**src/rtl/pic_pkg.sv**
```systemverilog
// Shared types and constants for the 8259 host sequencer and its bus-cycle timer.
package pic_pkg;

  typedef enum logic [3:0] {
    ST_UNINIT,
    ST_INIT_WR,
    ST_READY,
    ST_INTA1,
    ST_GAP,
    ST_INTA2,
    ST_VEC_HOLD,
    ST_EOI_WR,
    ST_IMR_WR
  } seq_state_t;

  typedef enum logic [2:0] {
    IDX_ICW1,
    IDX_ICW2,
    IDX_ICW3,
    IDX_ICW4,
    IDX_OCW1
  } init_idx_t;

  typedef enum logic {
    BUS_WRITE,
    BUS_INTA
  } bus_kind_t;

  typedef enum logic [2:0] {
    BC_IDLE,
    BC_SETUP,
    BC_STROBE,
    BC_HOLD,
    BC_IDLE1
  } bus_phase_t;

  localparam logic [7:0] OCW2_NS_EOI   = 8'h20;
  localparam logic [7:0] ICW1_BASE     = 8'h10;
  localparam int         ICW1_IC4_BIT  = 0;
  localparam int         ICW1_SNGL_BIT = 1;
  localparam int         ICW1_LTIM_BIT = 3;
  localparam int         ICW4_UPM_BIT  = 0;
  localparam int         ICW4_AEOI_BIT = 1;

endpackage

```
**src/rtl/pic_bus_cycle.sv**
```systemverilog
// Single PIC bus transaction timer: a write (SETUP/STROBE/HOLD/IDLE1) or one INTA low pulse.
module pic_bus_cycle
  import pic_pkg::*;
#(
  parameter int STROBE_CYC = 2
) (
  input  logic       clk,
  input  logic       reset,
  input  logic       go,
  input  bus_kind_t  kind,
  input  logic       a0_in,
  input  logic [7:0] data_in,
  output logic       done,
  output logic       cs_n,
  output logic       wr_n,
  output logic       inta_n,
  output logic       a0,
  output logic [7:0] dout
);

  localparam int CW = (STROBE_CYC > 1) ? $clog2(STROBE_CYC) : 1;
  localparam logic [CW-1:0] CNT_LAST = CW'(STROBE_CYC - 1);

  bus_phase_t     phase, phase_nxt;
  bus_kind_t      kind_q;
  logic [CW-1:0]  cnt;
  logic           at_last;
  logic           accept;

  assign at_last = (cnt == CNT_LAST);
  assign accept  = go && (phase == BC_IDLE || phase == BC_IDLE1);

  // a0/dout are latched only for writes so they stay stable through SETUP..HOLD
  always_ff @(posedge clk or posedge reset) begin
    if (reset) begin
      phase  <= BC_IDLE;
      kind_q <= BUS_WRITE;
      cnt    <= '0;
      a0     <= 1'b0;
      dout   <= 8'h00;
    end else begin
      phase <= phase_nxt;
      if (accept) begin
        kind_q <= kind;
        cnt    <= '0;
        if (kind == BUS_WRITE) begin
          a0   <= a0_in;
          dout <= data_in;
        end
      end else if (phase == BC_STROBE && !at_last) begin
        cnt <= cnt + 1'b1;
      end
    end
  end

  always_comb begin
    phase_nxt = phase;
    case (phase)
      BC_IDLE, BC_IDLE1: begin
        if (go) phase_nxt = (kind == BUS_WRITE) ? BC_SETUP : BC_STROBE;
        else    phase_nxt = BC_IDLE;
      end
      BC_SETUP:  phase_nxt = BC_STROBE;
      BC_STROBE: if (at_last) phase_nxt = (kind_q == BUS_WRITE) ? BC_HOLD : BC_IDLE;
      BC_HOLD:   phase_nxt = BC_IDLE1;
      default:   phase_nxt = BC_IDLE;
    endcase
  end

  always_comb begin
    cs_n   = !((phase == BC_SETUP || phase == BC_STROBE || phase == BC_HOLD) && kind_q == BUS_WRITE);
    wr_n   = !(phase == BC_STROBE && kind_q == BUS_WRITE);
    inta_n = !(phase == BC_STROBE && kind_q == BUS_INTA);
    done   = (phase == BC_IDLE1) || (phase == BC_STROBE && kind_q == BUS_INTA && at_last);
  end

endmodule

```
**src/rtl/pic_host_sequencer.sv**
```systemverilog
// Host-side 8259 controller: init ICW/OCW1 writes, two-pulse INTA, EOI and mask writes.
// Define PIC_CASCADE_EN to clear SNGL and insert the ICW3 write during init.
module pic_host_sequencer
  import pic_pkg::*;
#(
  parameter logic [7:0] VECTOR_BASE = 8'h08,
  parameter bit         LEVEL_TRIG  = 1'b0,
  parameter bit         AUTO_EOI    = 1'b0,
  parameter logic [7:0] IMR_INIT    = 8'hFF,
  parameter logic [7:0] ICW3_VAL    = 8'h04,
  parameter int         STROBE_CYC  = 2,
  parameter int         GAP_CYC     = 1
) (
  input  logic       clk,
  input  logic       reset,
  input  logic       start,
  output logic       init_done,
  output logic       busy,
  input  logic       irq,
  output logic       vec_valid,
  output logic [7:0] vec_data,
  input  logic       vec_ack,
  input  logic       eoi_req,
  output logic       eoi_done,
  input  logic       imr_req,
  input  logic [7:0] imr_data,
  output logic       imr_done,
  output logic       cs_n,
  output logic       wr_n,
  output logic       rd_n,
  output logic       inta_n,
  output logic       a0,
  output logic [7:0] dout,
  input  logic [7:0] din
);

`ifdef PIC_CASCADE_EN
  localparam bit SNGL = 1'b0;
`else
  localparam bit SNGL = 1'b1;
`endif

  localparam int GW = (GAP_CYC > 1) ? $clog2(GAP_CYC) : 1;

  function automatic logic [7:0] init_data(init_idx_t i);
    case (i)
      IDX_ICW1: init_data = ICW1_BASE | (8'(LEVEL_TRIG) << ICW1_LTIM_BIT) |
                            (8'(SNGL) << ICW1_SNGL_BIT) | (8'd1 << ICW1_IC4_BIT);
      IDX_ICW2: init_data = {VECTOR_BASE[7:3], 3'b000};
      IDX_ICW3: init_data = ICW3_VAL;
      IDX_ICW4: init_data = (8'd1 << ICW4_UPM_BIT) | (8'(AUTO_EOI) << ICW4_AEOI_BIT);
      default:  init_data = IMR_INIT;
    endcase
  endfunction

  function automatic init_idx_t next_idx(init_idx_t i);
    case (i)
      IDX_ICW1: next_idx = IDX_ICW2;
      IDX_ICW2: next_idx = SNGL ? IDX_ICW4 : IDX_ICW3;
      IDX_ICW3: next_idx = IDX_ICW4;
      default:  next_idx = IDX_OCW1;
    endcase
  endfunction

  seq_state_t    state, state_nxt;
  init_idx_t     idx, idx_nxt, nidx;
  logic          start_pend, start_any;
  logic          irq_meta, irq_sync;
  logic [GW-1:0] gap_cnt;
  logic          gap_last;
  logic          go, go_a0, bus_done;
  bus_kind_t     go_kind;
  logic [7:0]    go_data;
  logic          init_launch, init_finish, capture;

  assign start_any = start || start_pend;
  assign gap_last  = (gap_cnt == GW'(GAP_CYC - 1));
  assign capture   = (state == ST_INTA2) && bus_done;
  assign rd_n      = 1'b1;

  pic_bus_cycle #(.STROBE_CYC(STROBE_CYC)) u_bus (
    .clk     (clk),
    .reset   (reset),
    .go      (go),
    .kind    (go_kind),
    .a0_in   (go_a0),
    .data_in (go_data),
    .done    (bus_done),
    .cs_n    (cs_n),
    .wr_n    (wr_n),
    .inta_n  (inta_n),
    .a0      (a0),
    .dout    (dout)
  );

  always_ff @(posedge clk or posedge reset) begin
    if (reset) begin
      state      <= ST_UNINIT;
      idx        <= IDX_ICW1;
      start_pend <= 1'b0;
      init_done  <= 1'b0;
      vec_data   <= 8'h00;
      irq_meta   <= 1'b0;
      irq_sync   <= 1'b0;
      gap_cnt    <= '0;
    end else begin
      state      <= state_nxt;
      idx        <= idx_nxt;
      start_pend <= start_any && !init_launch;
      irq_meta   <= irq;
      irq_sync   <= irq_meta;
      gap_cnt    <= (state == ST_GAP && !gap_last) ? gap_cnt + 1'b1 : '0;
      if (init_launch)      init_done <= 1'b0;
      else if (init_finish) init_done <= 1'b1;
      if (capture) vec_data <= din;
    end
  end

  // Transitions and bus launches; a queued start preempts at the next IDLE1 of a write
  always_comb begin
    state_nxt   = state;
    idx_nxt     = idx;
    nidx        = next_idx(idx);
    go          = 1'b0;
    go_kind     = BUS_WRITE;
    go_a0       = 1'b0;
    go_data     = 8'h00;
    init_launch = 1'b0;
    init_finish = 1'b0;
    case (state)
      ST_UNINIT: if (start_any) init_launch = 1'b1;
      ST_READY: begin
        if (start_any) begin
          init_launch = 1'b1;
        end else if (init_done && irq_sync) begin
          state_nxt = ST_INTA1;
          go        = 1'b1;
          go_kind   = BUS_INTA;
        end else if (init_done && eoi_req) begin
          state_nxt = ST_EOI_WR;
          go        = !AUTO_EOI;
          go_data   = OCW2_NS_EOI;
        end else if (init_done && imr_req) begin
          state_nxt = ST_IMR_WR;
          go        = 1'b1;
          go_a0     = 1'b1;
          go_data   = imr_data;
        end
      end
      ST_INIT_WR: begin
        if (bus_done) begin
          if (start_any) begin
            init_launch = 1'b1;
          end else if (idx == IDX_OCW1) begin
            state_nxt   = ST_READY;
            init_finish = 1'b1;
          end else begin
            idx_nxt = nidx;
            go      = 1'b1;
            go_a0   = 1'b1;
            go_data = init_data(nidx);
          end
        end
      end
      ST_EOI_WR: begin
        if (AUTO_EOI || bus_done) begin
          if (start_any) init_launch = 1'b1;
          else           state_nxt   = ST_READY;
        end
      end
      ST_IMR_WR: begin
        if (bus_done) begin
          if (start_any) init_launch = 1'b1;
          else           state_nxt   = ST_READY;
        end
      end
      ST_INTA1: if (bus_done) state_nxt = ST_GAP;
      ST_GAP: begin
        if (gap_last) begin
          state_nxt = ST_INTA2;
          go        = 1'b1;
          go_kind   = BUS_INTA;
        end
      end
      ST_INTA2: if (bus_done) state_nxt = ST_VEC_HOLD;
      ST_VEC_HOLD: begin
        if (start_any)    init_launch = 1'b1;
        else if (vec_ack) state_nxt   = ST_READY;
      end
      default: state_nxt = ST_UNINIT;
    endcase
    if (init_launch) begin
      state_nxt = ST_INIT_WR;
      idx_nxt   = IDX_ICW1;
      go        = 1'b1;
      go_kind   = BUS_WRITE;
      go_a0     = 1'b0;
      go_data   = init_data(IDX_ICW1);
    end
  end

  always_comb begin
    busy      = !(state inside {ST_UNINIT, ST_READY, ST_VEC_HOLD}) &&
                !(state == ST_EOI_WR && AUTO_EOI);
    vec_valid = (state == ST_VEC_HOLD);
    eoi_done  = (state == ST_EOI_WR) && (AUTO_EOI || bus_done);
    imr_done  = (state == ST_IMR_WR) && bus_done;
  end

endmodule

```
**config.mk**
```make
export PLATFORM = sky130hd
export DESIGN_NAME = pic_host_sequencer
export DESIGN_NICKNAME = d
export VERILOG_FILES = /design/src/rtl/pic_pkg.sv /design/src/rtl/pic_bus_cycle.sv /design/src/rtl/pic_host_sequencer.sv
export SDC_FILE = /design/constraint.sdc
export NUM_CORES = 1
export LEC_CHECK = 0
export ABC_CLOCK_PERIOD_IN_PS = 1950
export CAP_MARGIN = 25
export CORE_MARGIN = 4
export CORE_UTILIZATION = 44
export CTS_CLUSTER_DIAMETER = 150
export DETAILED_ROUTE_END_ITERATION = 7
export PLACE_DENSITY = 0.85
export SYNTH_ARGS = -nofsm -noshare
export SYNTH_HDL_FRONTEND = slang
export SYNTH_SLANG_ARGS = --single-unit
```
**constraint.sdc**
```tcl
create_clock -name clk -period 1.95 [get_ports clk]
set_input_delay 0.39 -clock clk [delete_from_list [all_inputs] [get_ports clk]]
set_output_delay 0.39 -clock clk [all_outputs]
set_load 0.05 [all_outputs]
```
* Word level (Yosys, flattened, before mapping)
Cells that the tools add are included.
Widths: inputs -> output; s select.
** Word-level totals
- Register bits :: 34
- Logic and storage cells :: 161
- Input port bits :: 23
- Output and inout bits :: 26
** Cells by class
- Add/subtract/negate cells :: 2
- Bitwise logic cells :: 2
- Multiplexer cells :: 68
- Equal/unequal tests :: 34
- Reductions and logical operators :: 42
** Operators by type and width (number)
- $mux 8 :: 8
- $mux 4 :: 15
- $pmux 4 s8 :: 1
- $pmux 8 s4 :: 1
- $mux 1 :: 27
- $mux 3 :: 7
- $ne 3x3->1 const B :: 7
- $eq 4x3->1 const B :: 4
- $pmux 8 s2 :: 1
- $eq 3x2->1 const B :: 5
- $logic_and 1x1->1 :: 14
- $reduce_and 13->1 :: 1
- $pmux 3 s4 :: 1
- $eq 3x1->1 const B :: 3
- $logic_not 3->1 :: 3
- $eq 4x2->1 const B :: 2
- $reduce_bool 2->1 :: 4
- $eq 3x3->1 const B :: 2
- $logic_not 1->1 :: 6
- $ne 3x1->1 const B :: 2
- $ne 3x2->1 const B :: 2
- $pmux 1 s2 :: 3
- $pmux 3 s2 :: 1
- $reduce_or 2->1 :: 3
- 15 further kinds :: 25

* Logic depth before layout (Yosys ltp)
- Depth in word-level cells :: 10
- Gate-level depth with buffers :: 7
- Mapped depth without buffers :: 5

* By module
A second synthesis with hierarchy kept.
** Second synthesis, totals
- Cells, all modules :: 188
- Area total of the unflattened synthesis :: 1931.9 µm²
** Modules (own cells, without submodules)
- pic_host_sequencer :: times used 1, area an instance 1283.7 µm², cells each 139, seq. area each 500.5 µm²
- pic_bus_cycle :: times used 1, area an instance 648.1 µm², cells each 49, seq. area each 350.3 µm²

* Worst setup path after synthesis
OpenSTA, ideal clock, no wires.
- Kind :: register to output
- From :: reg u_bus.phase[2]
- To :: out eoi_done
- Path buffers :: 0
- Slack :: -0.534 ns
- Cell stages (with the launch flop) :: 4
- Arrival :: 2.094 ns
- Data required time :: 1.560 ns
- Cell sequence :: dfrtp_1 > nand4b_1 > a21o_1 > nor3_1
** Between the ends
- Word-level cells in the longest chain between the ends :: 5
- Elaborated cells between the ends (all ways) :: 6
- Classes of those cells :: eq/ne (2); reduce/logical (4)
** RTL lines
- start: declaration :: RTL line pic_bus_cycle.sv:24 : bus_phase_t phase, phase_nxt;
- start signal: assignment :: RTL line pic_bus_cycle.sv:42 : phase <= phase_nxt;
- $eq 3x2->1 :: RTL line pic_bus_cycle.sv:74 : done = (phase == BC_IDLE1) || (phase == BC_STROBE && kind_q == BUS_INTA && at_last);
- $logic_and 1x1->1 (2 in series) :: RTL line pic_bus_cycle.sv:74
- $logic_or 1x1->1 (*) :: RTL line pic_bus_cycle.sv:74
- $logic_and 1x1->1 (*) :: RTL line pic_host_sequencer.sv:206 : eoi_done = (state == ST_EOI_WR) && (AUTO_EOI || bus_done);
- end: declaration :: RTL line pic_host_sequencer.sv:24 : output logic eoi_done,
Mark *: on every way between the ends. The rest lies on a longest branch, timed or not.

* Worst setup path after layout
- From :: reg u_bus.phase[2]
- To :: reg u_bus.dout[4]
** Between the ends
- Word-level cells in the longest chain between the ends :: 9
- Elaborated cells between the ends (all ways) :: 19
- Classes of those cells :: eq/ne (2); mux (9); bitwise (1); reduce/logical (7)
** RTL lines
- $eq 3x2->1 :: RTL line pic_bus_cycle.sv:74
- $logic_and 1x1->1 (2 in series) :: RTL line pic_bus_cycle.sv:74
- $logic_or 1x1->1 :: RTL line pic_bus_cycle.sv:74
- $mux 1, on equally long branches :: RTL line pic_host_sequencer.sv:151, pic_host_sequencer.sv:166
- $pmux 1 s3 / $pmux 1 s2 (equally long branches) :: RTL line pic_host_sequencer.sv:130 : case (state)
- $mux 1 :: RTL line pic_host_sequencer.sv:192 : if (init_launch) begin
- $logic_and 1x1->1 / $not 1->1 (equally long branches)
- $reduce_and 2->1 (no source line)
- end signal: assignment :: RTL line pic_bus_cycle.sv:48 : dout <= data_in;
- end: declaration :: RTL line pic_bus_cycle.sv:18 : output logic [7:0] dout
Parallel ways exist; a longest one is shown, timed or not.
A chain may end at the register's enable or synchronous reset.

==> qor_table.md <==
| Group | Metric | This run |
| --- | --- | --- |
| cells and area | # diodes | 0 |
| grt | Antenna violations before repair | 0 |
| routing | Routed wire length per instance | 18.6 um |
| cells and area | Area grow syn2layout | 70.2% |
| floorplanning | Initial standard-cell utilization of the core | 45.1% |
| placement | Port buffer count | 47 |
| routing | Residual antenna-violating net count after detailed routing | 0 |
| clocking | Number of sinks handled by clock tree synthesis | 34 |
| grt | Final global-route overflow total | 0 |
| worst setup path | Most frequent CP cell | a31oi_4 |
| worst setup path | Slowest stage cell, crit path | a2111oi_4 |
| worst setup path | Critical-path maximum fanout | 8 |
| floorplanning | Number of placed I/O pins | 49 |
| floorplanning | Die outline width | 74.8 um |
| sta | Setup repair after global routing missed its margin | true |
| floorplanning | Number of rows in the core area | 24 |
| routing | Detailed Route Iter0 Violations | 187 |
| power and ir drop | Largest voltage drop on the vdd net | 0.000888 V |
| floorplanning | Area of the core | 4350 um2 |
| routing | Wirelength, routed | 6680 um |
| logic synthesis | Main synth FF type | dfrtp_1 |
| cells and area | Fraction of final layout cells sized beyond drive strength 1 | 41.4% |
| logic synthesis | Cell count after synthesis | 196 |
| grt | GRT Util Overall | 23.3% |
| sta | Final Hold Viols | 0 |
| worst setup path | Arrival time of data at the critical path endpoint | 2.25 ns |
| placement | Placer's final routability congestion estimate | 0.901 |
| placement | Setup slack at placement | -0.516 ns |
| sta | Final worst setup slack | -0.126 ns |
| worst setup path | Crit path launch type | register |
| sta | Final period demand of the worst path | 2.08 ns |
| status | Failing checks | negative setup slack |
| logic synthesis | Flip-flop and latch count after synthesis | 34 |
| worst setup path | Setup CP Type | register to register |
| hold path | Worst hold-check path type | register to register |
| sta | Maximum frequency from static timing analysis | 482 MHz |
| clocking | TritonCTS clock tree | built |
| placement | Total instance count after detailed placement | 331 |
| power and ir drop | Ratio of total power to cell area | 1300 nW/um2 |
| cells and area | Final #Nets | 329 |
| power and ir drop | Design Power | 4360 uW |
| power and ir drop | Reported leakage power | 0.00152 uW |
| logic synthesis | Nets in the synthesized netlist | 219 |
| worst setup path | Buffering stage count on the worst path with inverters included | 2 |
| sta | Setup clock skew after layout | 0.00570 ns |
| routing | Average via count per standard cell | 5.80 |
| sta | Count of final max-slew check failures | 0 |
| clocking | Worst-path clk slew | 0.08 ns |
| logic synthesis | Number of different library cells in the post-synthesis netlist | 53 |
| sta | Period Utilization, post-route | 106% |
| floorplanning | Die Area | 5600 um2 |
| logic synthesis | Yosys warning total | 0 |
| clocking | Buffers from clock root to sink, at most | 2 |
| worst setup path | Stage delay of the slowest cell on the critical path | 0.47 ns |
| clocking | Number of buffers created by CTS | 5 |
| grt | First-pass GRT wire length | 9910 um |
| logic synthesis | Sequential-to-total area share from yosys stat | 43.3% |
| clocking | CTS H-tree depth | 2 |
| worst setup path | Nature of the critical path endpoint | register |
| floorplanning | Die Y | 74.8 um |
| cells and area | Fillers | 228 |
| status | Outcome | complete, but fails checks |
| routing | Total via count after detailed routing | 2083 |
| worst setup path | Kind of cell with the highest combined delay on the critical path | compound AO/OA/AOI/OAI gates |
| routing | DRC viols | 0 |
| logic synthesis | Number of flops mapped to enable cells by yosys | 0 |
| worst setup path | Cells traversed along the worst timing path | nand4b_1 -> buf_4 -> a2111oi_4 -> a31oi_4 -> a31oi_4 -> buf_12 -> mux2_4 |
| placement | Final HPWL DP | 4010 um |
| grt | Largest net degree at the start of global routing | 35 |
| sta | Transition time of the tightest slew-check pin | 0.515 ns |
| sta | Final hold slack | 0.354 ns |
| routing | First-pass iteration count of the detailed router | 5 |
| cells and area | Final standard cell count with taps included and fillers excluded | 359 |
| logic synthesis | Synth Area per Inst | 10.0 um2 |
| clocking | Clk_lat worst skew | 0.29 ns |
| clocking | Clock Tree Root | clkbuf_8 |
| run | Max-cap violation count | 0 |
| logic synthesis | Share of flip-flops with an asynchronous set or reset | 100% |
| worst setup path | CP Data Required Time | 2.13 ns |
| grt | Vias in the first global route | 2107 |
| sta | Final count of negative-setup-slack endpoints | 15 |
| sta | Headroom to the max-slew limit | 65.5% |
| logic synthesis | Combined area of all synthesized cells | 1970 um2 |
routing by layer:
layer	part of all wire, %	wire, um	GRT usage (%)
met1	39	2600	28.5
met2	53	3530	39.9
met3	6.0	398	4.94
met4	2.4	158	9.29
met5	0	0	0
cell families after synthesis:
logic type,synth area share [%]
AND/OR/NAND/NOR,19.1
AO/OA/AOI/OAI,21.3
buffers and inverters,4.77
XOR/XNOR,0.446
flip-flops,43.3
other,0.382
multiplexers,10.8
synthesized netlist by cell type (2+ instances only):
cell | n | area (um2)
conb_1 | 2 | 7.51
mux2_4 | 4 | 60.1
nand2_1 | 18 | 67.6
buf_4 | 2 | 15.0
dfrtp_1 | 34 | 851
o21ai_1 | 2 | 10.0
a211o_1 | 5 | 43.8
mux2i_1 | 5 | 50.1
or3_1 | 3 | 18.8
nor3_1 | 4 | 20.0
a31o_1 | 2 | 17.5
a31oi_1 | 4 | 25.0
a31oi_4 | 2 | 42.5
clkbuf_1 | 4 | 15.0
o211ai_1 | 2 | 15.0
nand2b_1 | 4 | 25.0
and3_1 | 3 | 18.8
nor2b_1 | 3 | 18.8
mux2_1 | 8 | 90.1
buf_2 | 3 | 15.0
nor2_1 | 12 | 45.0
a21oi_1 | 16 | 80.1
nand3_1 | 3 | 15.0
o21ai_0 | 7 | 35.0
o21a_1 | 3 | 22.5
inv_1 | 9 | 33.8
nor3b_1 | 3 | 22.5
a211oi_1 | 2 | 15.0
a21o_1 | 3 | 22.5
state kept, by name (all words and copies together), names as in the netlist, 3 cells and up:
signal / count
u_bus.phase: 3
u_bus.dout: 8
vec_data: 8
idx: 3
state: 4
placed cells by master (no fill, tap or decap), types with 3 or more instances in the layout:
cell type and n:
nor2_1 9, o21ai_0 6, buf_6 8, a211o_1 5, a31oi_1 3, clkdlybuf4s50_1 39
nand2_2 3, mux2_4 5, mux2_1 8, dfrtp_1 31, buf_4 58, dfrtp_2 3
mux2i_1 5, nand2_1 15, a21oi_1 14, clkbuf_8 6, nor3_4 3, buf_12 7
o21a_1 3, inv_1 9
power by group:
part | internal (uW) | total, uW | switching (uW)
logic | 1300 | 2760 | 1460
clock network | 284 | 565 | 281
registers | 891 | 1030 | 139
total | 2480 | 4360 | 1880
layout make-up:
type / instances / area, um2 / area share [%]
multi-input combinational: 143 / 1230 / 36.6
timing repair buffer: 113 / 1070 / 32.0
sequential: 34 / 855 / 25.5
clock buffer: 6 / 82.6 / 2.47
tap: 52 / 65.1 / 1.94
inverter: 9 / 33.8 / 1.01
clock inverter: 2 / 12.5 / 0.374
final timing paths:
| path | start | endpoint | slack (ns) | cells after the start |
|---|---|---|---|---|
| max | u_bus.phase[2]$_DFFE_PP0N_ | u_bus.dout[4]$_DFFE_PP0P_ | -0.13 | 7 |
| min | irq_meta$_DFF_PP0_ | irq_sync$_DFF_PP0_ | 0.35 | 0 |
| max reg2reg | u_bus.phase[2]$_DFFE_PP0N_ | u_bus.dout[4]$_DFFE_PP0P_ | -0.13 | 7 |
| min reg2reg | irq_meta$_DFF_PP0_ | irq_sync$_DFF_PP0_ | 0.35 | 0 |
| max in group asynchronous | reset | state[2]$_DFFE_PP0P_ | 1.10 | 3 |
| min in group asynchronous | reset | u_bus.a0$_DFFE_PP0P_ | 0.51 | 3 |
worst register-to-register path, stage by stage, from the launching register on:
cell,delay (ns)
dfrtp_1,0.38
nand4b_1,0.21
buf_4,0.17
a2111oi_4,0.47
a31oi_4,0.09
a31oi_4,0.18
buf_12,0.15
mux2_4,0.30
through the flow:
stage / setup TNS (ns) / instance area [um2] / utilization (%)
2_1_floorplan: -0.467 / 1980 / -
3_3_place_gp: -5.79 / 2850 / 65.5
3_5_place_dp: -7.80 / 2850 / 65.5
4_1_cts: -1.74 / 3180 / 73.1
5_1_grt: -2.80 / 3350 / 76.8
6_report: -1.22 / 3350 / 76.8
timing repair:
action | in CTS | in global routing
resized for setup | 30 | 23
hold buffers | 0 | 0
setup buffers | 12 | 9
setup endpoints to repair | 29 | 25
pin swaps | 8 | 18
endpoints found under the hold margin | 0 | 0
No activity file was read; power rests on OpenSTA's default activity.
